**config.mk**
```make
export PLATFORM = sky130hd
export DESIGN_NAME = prom_loader
export DESIGN_NICKNAME = d
export VERILOG_FILES = /design/src/rtl/prom_loader.sv
export SDC_FILE = /design/constraint.sdc
export NUM_CORES = 1
export LEC_CHECK = 0
export ABC_AREA = 1
export BUFFER_PORTS_ARGS = -buffer_cell sky130_fd_sc_hd__buf_4
export CORE_ASPECT_RATIO = 0.7
export CORE_MARGIN = 2
export CORE_UTILIZATION = 45
export CTS_CLUSTER_DIAMETER = 50
export DETAILED_ROUTE_END_ITERATION = 16
export PLACE_DENSITY = 0.77
export RECOVER_POWER = 25
export SETUP_SLACK_MARGIN = 0.4
export SYNTH_ARGS = -nofsm -noshare
export SYNTH_HDL_FRONTEND = slang
export SYNTH_SLANG_ARGS = --single-unit
```
**constraint.sdc**
```tcl
create_clock -name clk -period 6.3 [get_ports clk]
set_clock_uncertainty 0.1 [all_clocks]
set_input_delay 0.63 -clock clk [delete_from_list [all_inputs] [get_ports clk]]
set_output_delay 0.63 -clock clk [all_outputs]
set_load 0.02 [all_outputs]
```
**src/rtl/prom_loader.sv**
```systemverilog
// Byte-stream PROM image loader: assembles little-endian words from a byte link and writes them to memory.
// Define PROM_LOADER_CHECKSUM_EN to check an image-trailing modulo-256 checksum byte.
module prom_loader #(
    parameter int unsigned WORD_BYTES = 2,
    parameter int unsigned DEPTH      = 42,
    localparam int unsigned ADDR_W    = $clog2(DEPTH),
    localparam int unsigned WORD_W    = 8 * WORD_BYTES
) (
    input  logic              clk,
    input  logic              reset,
    input  logic              restart_i,
    input  logic              enable_i,
    input  logic [7:0]        rx_data_i,
    input  logic              rx_ready_i,
    output logic              rx_ack_o,
    output logic              wr_en_o,
    output logic [ADDR_W-1:0] wr_addr_o,
    output logic [WORD_W-1:0] wr_data_o,
    output logic              done_o,
    output logic              checksum_err_o
);

    localparam int unsigned IDX_W = (WORD_BYTES > 1) ? $clog2(WORD_BYTES) : 1;
    localparam logic [IDX_W-1:0]  LAST_IDX  = IDX_W'(WORD_BYTES - 1);
    localparam logic [ADDR_W-1:0] LAST_ADDR = ADDR_W'(DEPTH - 1);

    typedef enum logic [1:0] {
        S_RECEIVE  = 2'd0,
        S_FLUSH    = 2'd1,
        S_DONE     = 2'd2
`ifdef PROM_LOADER_CHECKSUM_EN
        , S_CHECKSUM = 2'd3
`endif
    } state_t;

    state_t            state;
    state_t            state_next;
    logic [IDX_W-1:0]  byte_idx;
    logic [IDX_W-1:0]  byte_idx_next;
    logic [ADDR_W-1:0] addr;
    logic [ADDR_W-1:0] addr_next;
    logic [WORD_W-1:0] word;
    logic [WORD_W-1:0] word_next;
    logic [WORD_W-1:0] wr_data_next;
    logic              wr_en_next;
    logic              done_next;
    logic              ack;
    logic              last_byte;
    logic              last_addr;

`ifdef PROM_LOADER_CHECKSUM_EN
    logic [7:0] csum;
    logic [7:0] csum_next;
    logic       err;
    logic       err_next;

    assign checksum_err_o = err;
`else
    assign checksum_err_o = 1'b0;
`endif

    // A byte is taken whenever the link offers one, except while writing or restarting.
    assign ack       = rx_ready_i && enable_i && !restart_i && (state != S_FLUSH) && !reset;
    assign rx_ack_o  = ack;
    assign last_byte = (byte_idx == LAST_IDX);
    assign last_addr = (addr == LAST_ADDR);
    assign wr_addr_o = addr;

    always_ff @(posedge clk or posedge reset) begin
        if (reset) begin
            state <= S_RECEIVE;
        end else begin
            state <= state_next;
        end
    end

    always_comb begin
        state_next = state;
        if (restart_i) begin
            state_next = S_RECEIVE;
        end else begin
            case (state)
                S_RECEIVE: begin
                    if (ack && last_byte) begin
                        state_next = S_FLUSH;
                    end
                end
                S_FLUSH: begin
                    if (last_addr) begin
`ifdef PROM_LOADER_CHECKSUM_EN
                        state_next = S_CHECKSUM;
`else
                        state_next = S_DONE;
`endif
                    end else begin
                        state_next = S_RECEIVE;
                    end
                end
`ifdef PROM_LOADER_CHECKSUM_EN
                S_CHECKSUM: begin
                    if (ack) begin
                        state_next = S_DONE;
                    end
                end
`endif
                default: state_next = state;
            endcase
        end
    end

    // Datapath and registered-output next values.
    always_comb begin
        byte_idx_next = byte_idx;
        addr_next     = addr;
        word_next     = word;
        wr_data_next  = wr_data_o;
        wr_en_next    = 1'b0;
        done_next     = done_o;
`ifdef PROM_LOADER_CHECKSUM_EN
        csum_next     = csum;
        err_next      = err;
`endif
        if (restart_i) begin
            byte_idx_next = '0;
            addr_next     = '0;
            word_next     = '0;
            done_next     = 1'b0;
`ifdef PROM_LOADER_CHECKSUM_EN
            csum_next     = 8'd0;
            err_next      = 1'b0;
`endif
        end else begin
            case (state)
                S_RECEIVE: begin
                    if (ack) begin
                        for (int unsigned b = 0; b < WORD_BYTES; b++) begin
                            if (byte_idx == IDX_W'(b)) begin
                                word_next[8*b +: 8] = rx_data_i;
                            end
                        end
`ifdef PROM_LOADER_CHECKSUM_EN
                        csum_next = csum + rx_data_i;
`endif
                        if (last_byte) begin
                            byte_idx_next = '0;
                            wr_en_next    = 1'b1;
                            wr_data_next  = word_next;
                        end else begin
                            byte_idx_next = byte_idx + IDX_W'(1);
                        end
                    end
                end
                S_FLUSH: begin
                    addr_next = last_addr ? '0 : addr + ADDR_W'(1);
`ifndef PROM_LOADER_CHECKSUM_EN
                    if (last_addr) begin
                        done_next = 1'b1;
                    end
`endif
                end
`ifdef PROM_LOADER_CHECKSUM_EN
                S_CHECKSUM: begin
                    if (ack) begin
                        csum_next = csum + rx_data_i;
                        err_next  = (csum_next != 8'd0);
                        done_next = 1'b1;
                    end
                end
`endif
                default: ;
            endcase
        end
    end

    always_ff @(posedge clk or posedge reset) begin
        if (reset) begin
            byte_idx  <= '0;
            addr      <= '0;
            word      <= '0;
            wr_data_o <= '0;
            wr_en_o   <= 1'b0;
            done_o    <= 1'b0;
        end else begin
            byte_idx  <= byte_idx_next;
            addr      <= addr_next;
            word      <= word_next;
            wr_data_o <= wr_data_next;
            wr_en_o   <= wr_en_next;
            done_o    <= done_next;
        end
    end

`ifdef PROM_LOADER_CHECKSUM_EN
    always_ff @(posedge clk or posedge reset) begin
        if (reset) begin
            csum <= 8'd0;
            err  <= 1'b0;
        end else begin
            csum <= csum_next;
            err  <= err_next;
        end
    end
`endif

endmodule

```
Word level (Yosys, flattened, before mapping)
Cells that the tools add are included.
{ "classes": {"n_addsub": 2, "n_eq_ne": 4, "mux": 23, "bitwise_logic": 1, "reduce_logical": 17} }
{ "ops": {"columns": ["operator", "count"], "rows": [
  ["$mux 16", 3],
  ["$mux 6", 3],
  ["$mux 8", 2],
  ["$mux 1", 11],
  ["$reduce_bool 2->1", 4],
  ["$add 6x1->6 const B", 1],
  ["$eq 6x6->1 const B", 1],
  ["$mux 2", 3],
  ["$reduce_and 2->1", 3],
  ["$logic_and 1x1->1", 5],
  ["$pmux 2 s2", 1],
  ["$reduce_and 4->1", 1],
  ["$ne 3x3->1 const B", 1],
  ["$reduce_bool 3->1", 1],
  ["$eq 2x1->1 const B", 1],
  ["$logic_not 1->1", 2],
  ["$logic_not 2->1", 1],
  ["$ne 2x1->1 const B", 1],
  ["$add 1x1->1 const B", 1],
  ["$not 1->1", 1]
]} }
{ "word_totals": {"reg_bits": 43, "inputBits": 13, "output_inout_bits": 26} }

Longest topological paths before layout
{ "depth": {"word_depth": 8, "mapped_depth": 9} }

Worst setup path before layout
OpenSTA, ideal clock, no wires.
{ "synth_path": {"path_kind": "input port to output port", "startpoint": "input reset", "endpoint": "output rx_ack_o", "arrival_time_ns": 2.355, "slack_ns": 3.215, "path_stages": 4, "n_path_buf": 1, "cell_sequence": "inv_1 > nand3_1 > nor2_4 > buf_2"} }
{ "synth_via": {"elab_chain_cells": 2} }
{ "synth_lines": {"columns": ["element", "line", "rtl"], "rows": [
  ["start: declaration", "10", "input logic reset,"],
  ["$logic_not 1->1 (no line)", null, null],
  ["$logic_and 1x1->1", "63", "assign ack = rx_ready_i && enable_i && !restart_i && (state != S_FLUSH) && !reset;"],
  ["end: declaration", "15", "output logic rx_ack_o,"]
]} }
No other way between the ends.

Final worst setup path
{ "layout_path": {"startpoint": "input restart_i", "endpoint": "output rx_ack_o"} }
{ "layout_via": {"elab_chain_cells": 4} }
{ "layout_lines": {"columns": ["element", "line", "rtl"], "rows": [
  ["start: declaration", "11", "input logic restart_i,"],
  ["$logic_not 1->1", "63", null],
  ["$logic_and 1x1->1 (3 in series)", "63", null]
]} }
No other way between the ends.

==> qor_table.md <==
| Metric | Reported |
|---|---|
| Run status | finished, final reports clean |
| Proportion of power drawn by flip-flops and latches | 0.548 |
| Share of final-layout standard cells stronger than drive strength 1 | 0.1767 |
| Critical path type | in -> out |
| Transition at the pin with the smallest max-transition slack | 0.8880 ns |
| Total of warnings raised by yosys | 0 |
| TritonCTS clock tree | yes |
| Reg-to-Reg Start | state[0]$_DFFE_PP0P_ |
| Final setup violation count | 0 |
| Hold depth | 2 |
| Clock sink total | 43 |
| DRC viols | 0 |
| Ratio of routed vias to standard cells | 5.245 |
| Number of optimization iterations in the first detailed-route pass | 4 |
| Category of cells accounting for the largest share of critical-path delay | buffers and inverters |
| Hold EP | wr_data_o[3]$_DFFE_PP0P_ |
| DR WL/cell | 13.22 um |
| DP Area | 2397 sq um |
| Count of nets after finishing | 314 |
| Final count of hold timing violations | 0 |
| CTS Hold Buffers Added | 0 |
| CP Max Fanout | 29 |
| Critical path cell sequence | buf_4 -> inv_1 -> nand2_2 -> nor2_4 -> buf_4 |
| Highest clock rate | 0.3175 GHz |
| Cell Int Power | 0.0003986 W |
| First-pass GRT wire length | 7.783 mm |
| Slack of the worst reg-to-reg path | 4.30 ns |
| CTS max path bufs | 2 |
| Most frequent standard cell in the layout excluding fill and tap cells | sky130_fd_sc_hd__nand2_1 |
| Sort of element at the start of the critical path | input pin |
| Max-slew violation total from the final report | 0 |
| Post-synthesis cell area | 2130 sq um |
| Proportion of total power due to net switching | 0.2357 |
| Required arrival time at the worst endpoint | 5.57 ns |
| Filler Cells Inserted | 410 |
| Relative contribution of combinational cells to total power | 0.096 |
| Routed via count | 1862 |
| Power per standard cell area | 208.9 nW/um^2 |
| Worst path setup slack after routing | 3.151 ns |
| CTS resizes | 0 |
| Minimum clock period after layout | 3.149 ns |
| Depth of the CTS H-tree | 2 |
| Clock network fraction of total power | 0.356 |
| Total half-perimeter wirelength after legalization and detailed placement | 3.302 mm |
| Mean instance size in the synthesized netlist | 7.858 sq um |
| Unrepaired setup endpoints after global routing | no |
| Worst relative slew slack | 0.4074 |
| Post-CTS clock slew at the launch and capture registers of the worst setup and hold paths | 0.07 ns |
| Initial standard-cell utilization of the core | 0.4781 |
| Most used cells in the layout excluding fill and tap cells | sky130_fd_sc_hd__nand2_1 (103), sky130_fd_sc_hd__dfrtp_1 (43), sky130_fd_sc_hd__buf_4 (38) |
| Total non-filler cell area in the finished layout | 2497 sq um |
| Number of global-route vias before repair | 1635 |
| Mapped Cells | 271 |
| Sequential area share after synthesis | 0.5053 |
| Syn-to-layout area delta | 17.27% |
| Antenna violations before repair | 0 |
| Placeable Area | 4454 sq um |
| Fin Setup TNS | 0 ns |
| Pin count of the biggest net entering global routing | 45 |
| Die X-Extent | 86.22 um |
| Total global routing overflow | 0 |
| Dominant cell type by count on the critical path | sky130_fd_sc_hd__buf_4 |
| Cell Rows | 20 |
| Worst r2r path cells | 5 |
| R2R Path End | word[5]$_DFFE_PP0P_ |
| Count of routing violations after the opening detailed-route iteration | 315 |
| GRT Resource Usage Total | 0.1919 |
| Full die area | 5307 sq um |
| Utilization of the core after routing | 0.5607 |
| Type of the tightest min-delay check | reg -> reg |
| Slowest CP cell | sky130_fd_sc_hd__inv_1 |
| Number of antenna cells inserted | 0 |
| Number of distinct library cell variants in the gate-level netlist after synthesis | 21 |
| Count of nets left with antenna violations after detail routing | 0 |
| Post-synthesis sequential element count | 43 |
| Post-Synthesis Net Count | 286 |
| Leakage power | 1.403 nW |
| Source-to-sink clock delay at the later pin of the worst-skew pair | 0.28 ns |
| Largest stage delay on the critical path | 0.63 ns |
| Clock root buffer | sky130_fd_sc_hd__clkbuf_8 |
| Critical Path Sink Type | output pin |
| Levels on crit path | 5 |
| Routability congestion estimate | 0.9241 |
| Number of buffer and inverter instances along the worst setup path | 3 |
| Worst endpoint data arrival time | 2.42 ns |
| Share of the cycle needed by the critical path after routing | 0.4999 |
| VDD IR max | 0.07613 mV |
| Pre-CTS setup slack | 3.175 ns |
| Die Y-Extent | 61.56 um |
| Inserted Clock Buffers | 5 |
| IO Count | 39 |
| Max cap viols | 0 |
| Final WL | 4.692 mm |
| Post-CTS Setup Bufs | 0 |
| Buffers on Ports | 37 |
| Startpoint of the lowest-slack hold path | wr_data_o[3]$_DFFE_PP0P_ |
| Switch Pwr | 0.0001230 W |
==> sequential cells by signal, indices dropped and copies added, names as in the netlist <==
| signal | cells |
|---|---|
| wr_addr_o | 6 |
| wr_data_o | 16 |
| state | 2 |
| byte_idx | 1 |
| done_o | 1 |
| word | 16 |
| wr_en_o | 1 |
==> synthesized netlist by cell type <==
library cell,instances,area share
sky130_fd_sc_hd__buf_1,2,0.0035
sky130_fd_sc_hd__buf_2,9,0.021
sky130_fd_sc_hd__buf_4,2,0.0070
sky130_fd_sc_hd__buf_6,1,0.0053
sky130_fd_sc_hd__clkbuf_1,4,0.0070
sky130_fd_sc_hd__conb_1,1,0.0018
sky130_fd_sc_hd__dfrtp_1,43,0.51
sky130_fd_sc_hd__ha_1,2,0.012
sky130_fd_sc_hd__inv_1,22,0.039
sky130_fd_sc_hd__inv_2,2,0.0035
sky130_fd_sc_hd__nand2_1,103,0.18
sky130_fd_sc_hd__nand2_2,1,0.0029
sky130_fd_sc_hd__nand2_4,1,0.0053
sky130_fd_sc_hd__nand3_1,28,0.066
sky130_fd_sc_hd__nand3_4,1,0.0082
sky130_fd_sc_hd__nand4_1,23,0.068
sky130_fd_sc_hd__nor2_1,5,0.0088
sky130_fd_sc_hd__nor2_2,1,0.0029
sky130_fd_sc_hd__nor2_4,1,0.0053
sky130_fd_sc_hd__o21ai_0,18,0.042
sky130_fd_sc_hd__xor2_1,1,0.0041
==> metrics by stage <==
step | power [W] | std cells | hold WS (ns)
4_1_cts | 0.0005259 | 355 | 0.3806
2_1_floorplan | 0.0003219 | 271 | 0.3690
3_3_place_gp | 0.0003398 | 347 | 0.3566
5_1_grt | 0.0005459 | 355 | 0.3954
3_5_place_dp | 0.0003411 | 347 | 0.3620
6_report | 0.0005216 | 355 | 0.3742
==> power by group through the flow <==
stage | logic [W] | clock network [W] | registers, W
3_3_place_gp | 0.0000490 | 0 | 0.000291
2_1_floorplan | 0.0000255 | 0 | 0.000296
3_5_place_dp | 0.0000499 | 0 | 0.000291
5_1_grt | 0.0000553 | 0.000204 | 0.000287
4_1_cts | 0.0000502 | 0.000190 | 0.000286
6_report | 0.0000499 | 0.000186 | 0.000286
==> logic make-up (layout without fill, tap and decap cells) <==
family | count (synthesis) | in the layout | synth area share
buffers and inverters | 42 | 71 | 0.08637
and+or+nand+nor | 164 | 164 | 0.3484
DFF | 43 | 43 | 0.5053
AOI/OAI and AO/OA | 18 | 18 | 0.04230
adders and majority gates | 2 | 2 | 0.01175
xor gates and xnor gates | 1 | 1 | 0.004114
other | 1 | 1 | 0.001761
==> how the worst max path moves through the flow <==
stage | start | end
4_1_cts | restart_i | rx_ack_o
2_1_floorplan | reset | rx_ack_o
3_5_place_dp | restart_i | rx_ack_o
6_report | restart_i | rx_ack_o
5_1_grt | restart_i | rx_ack_o
3_3_place_gp | restart_i | rx_ack_o
==> tightest hold or removal path, cell delays in order (launching register included) <==
cell	delay, ns
sky130_fd_sc_hd__dfrtp_1	0.35
sky130_fd_sc_hd__nand2_1	0.06
sky130_fd_sc_hd__nand2_1	0.04
==> layout make-up <==
cell class | count | area (sq um) | area share
multi-input combinational | 186 | 869.6 | 0.3482
clock buffer | 8 | 100.1 | 0.04008
sequential | 43 | 1076 | 0.4309
timing repair buffer | 39 | 292.8 | 0.1172
tap | 55 | 68.82 | 0.02756
inverter | 24 | 90.09 | 0.03607
==> per-layer routing <==
layer,part of all wire,track usage
met3,0.065,0.04155
met5,0,0
met4,0.011,0.04018
met1,0.51,0.3011
met2,0.41,0.2735
Power figures use the tool's default switching activity.
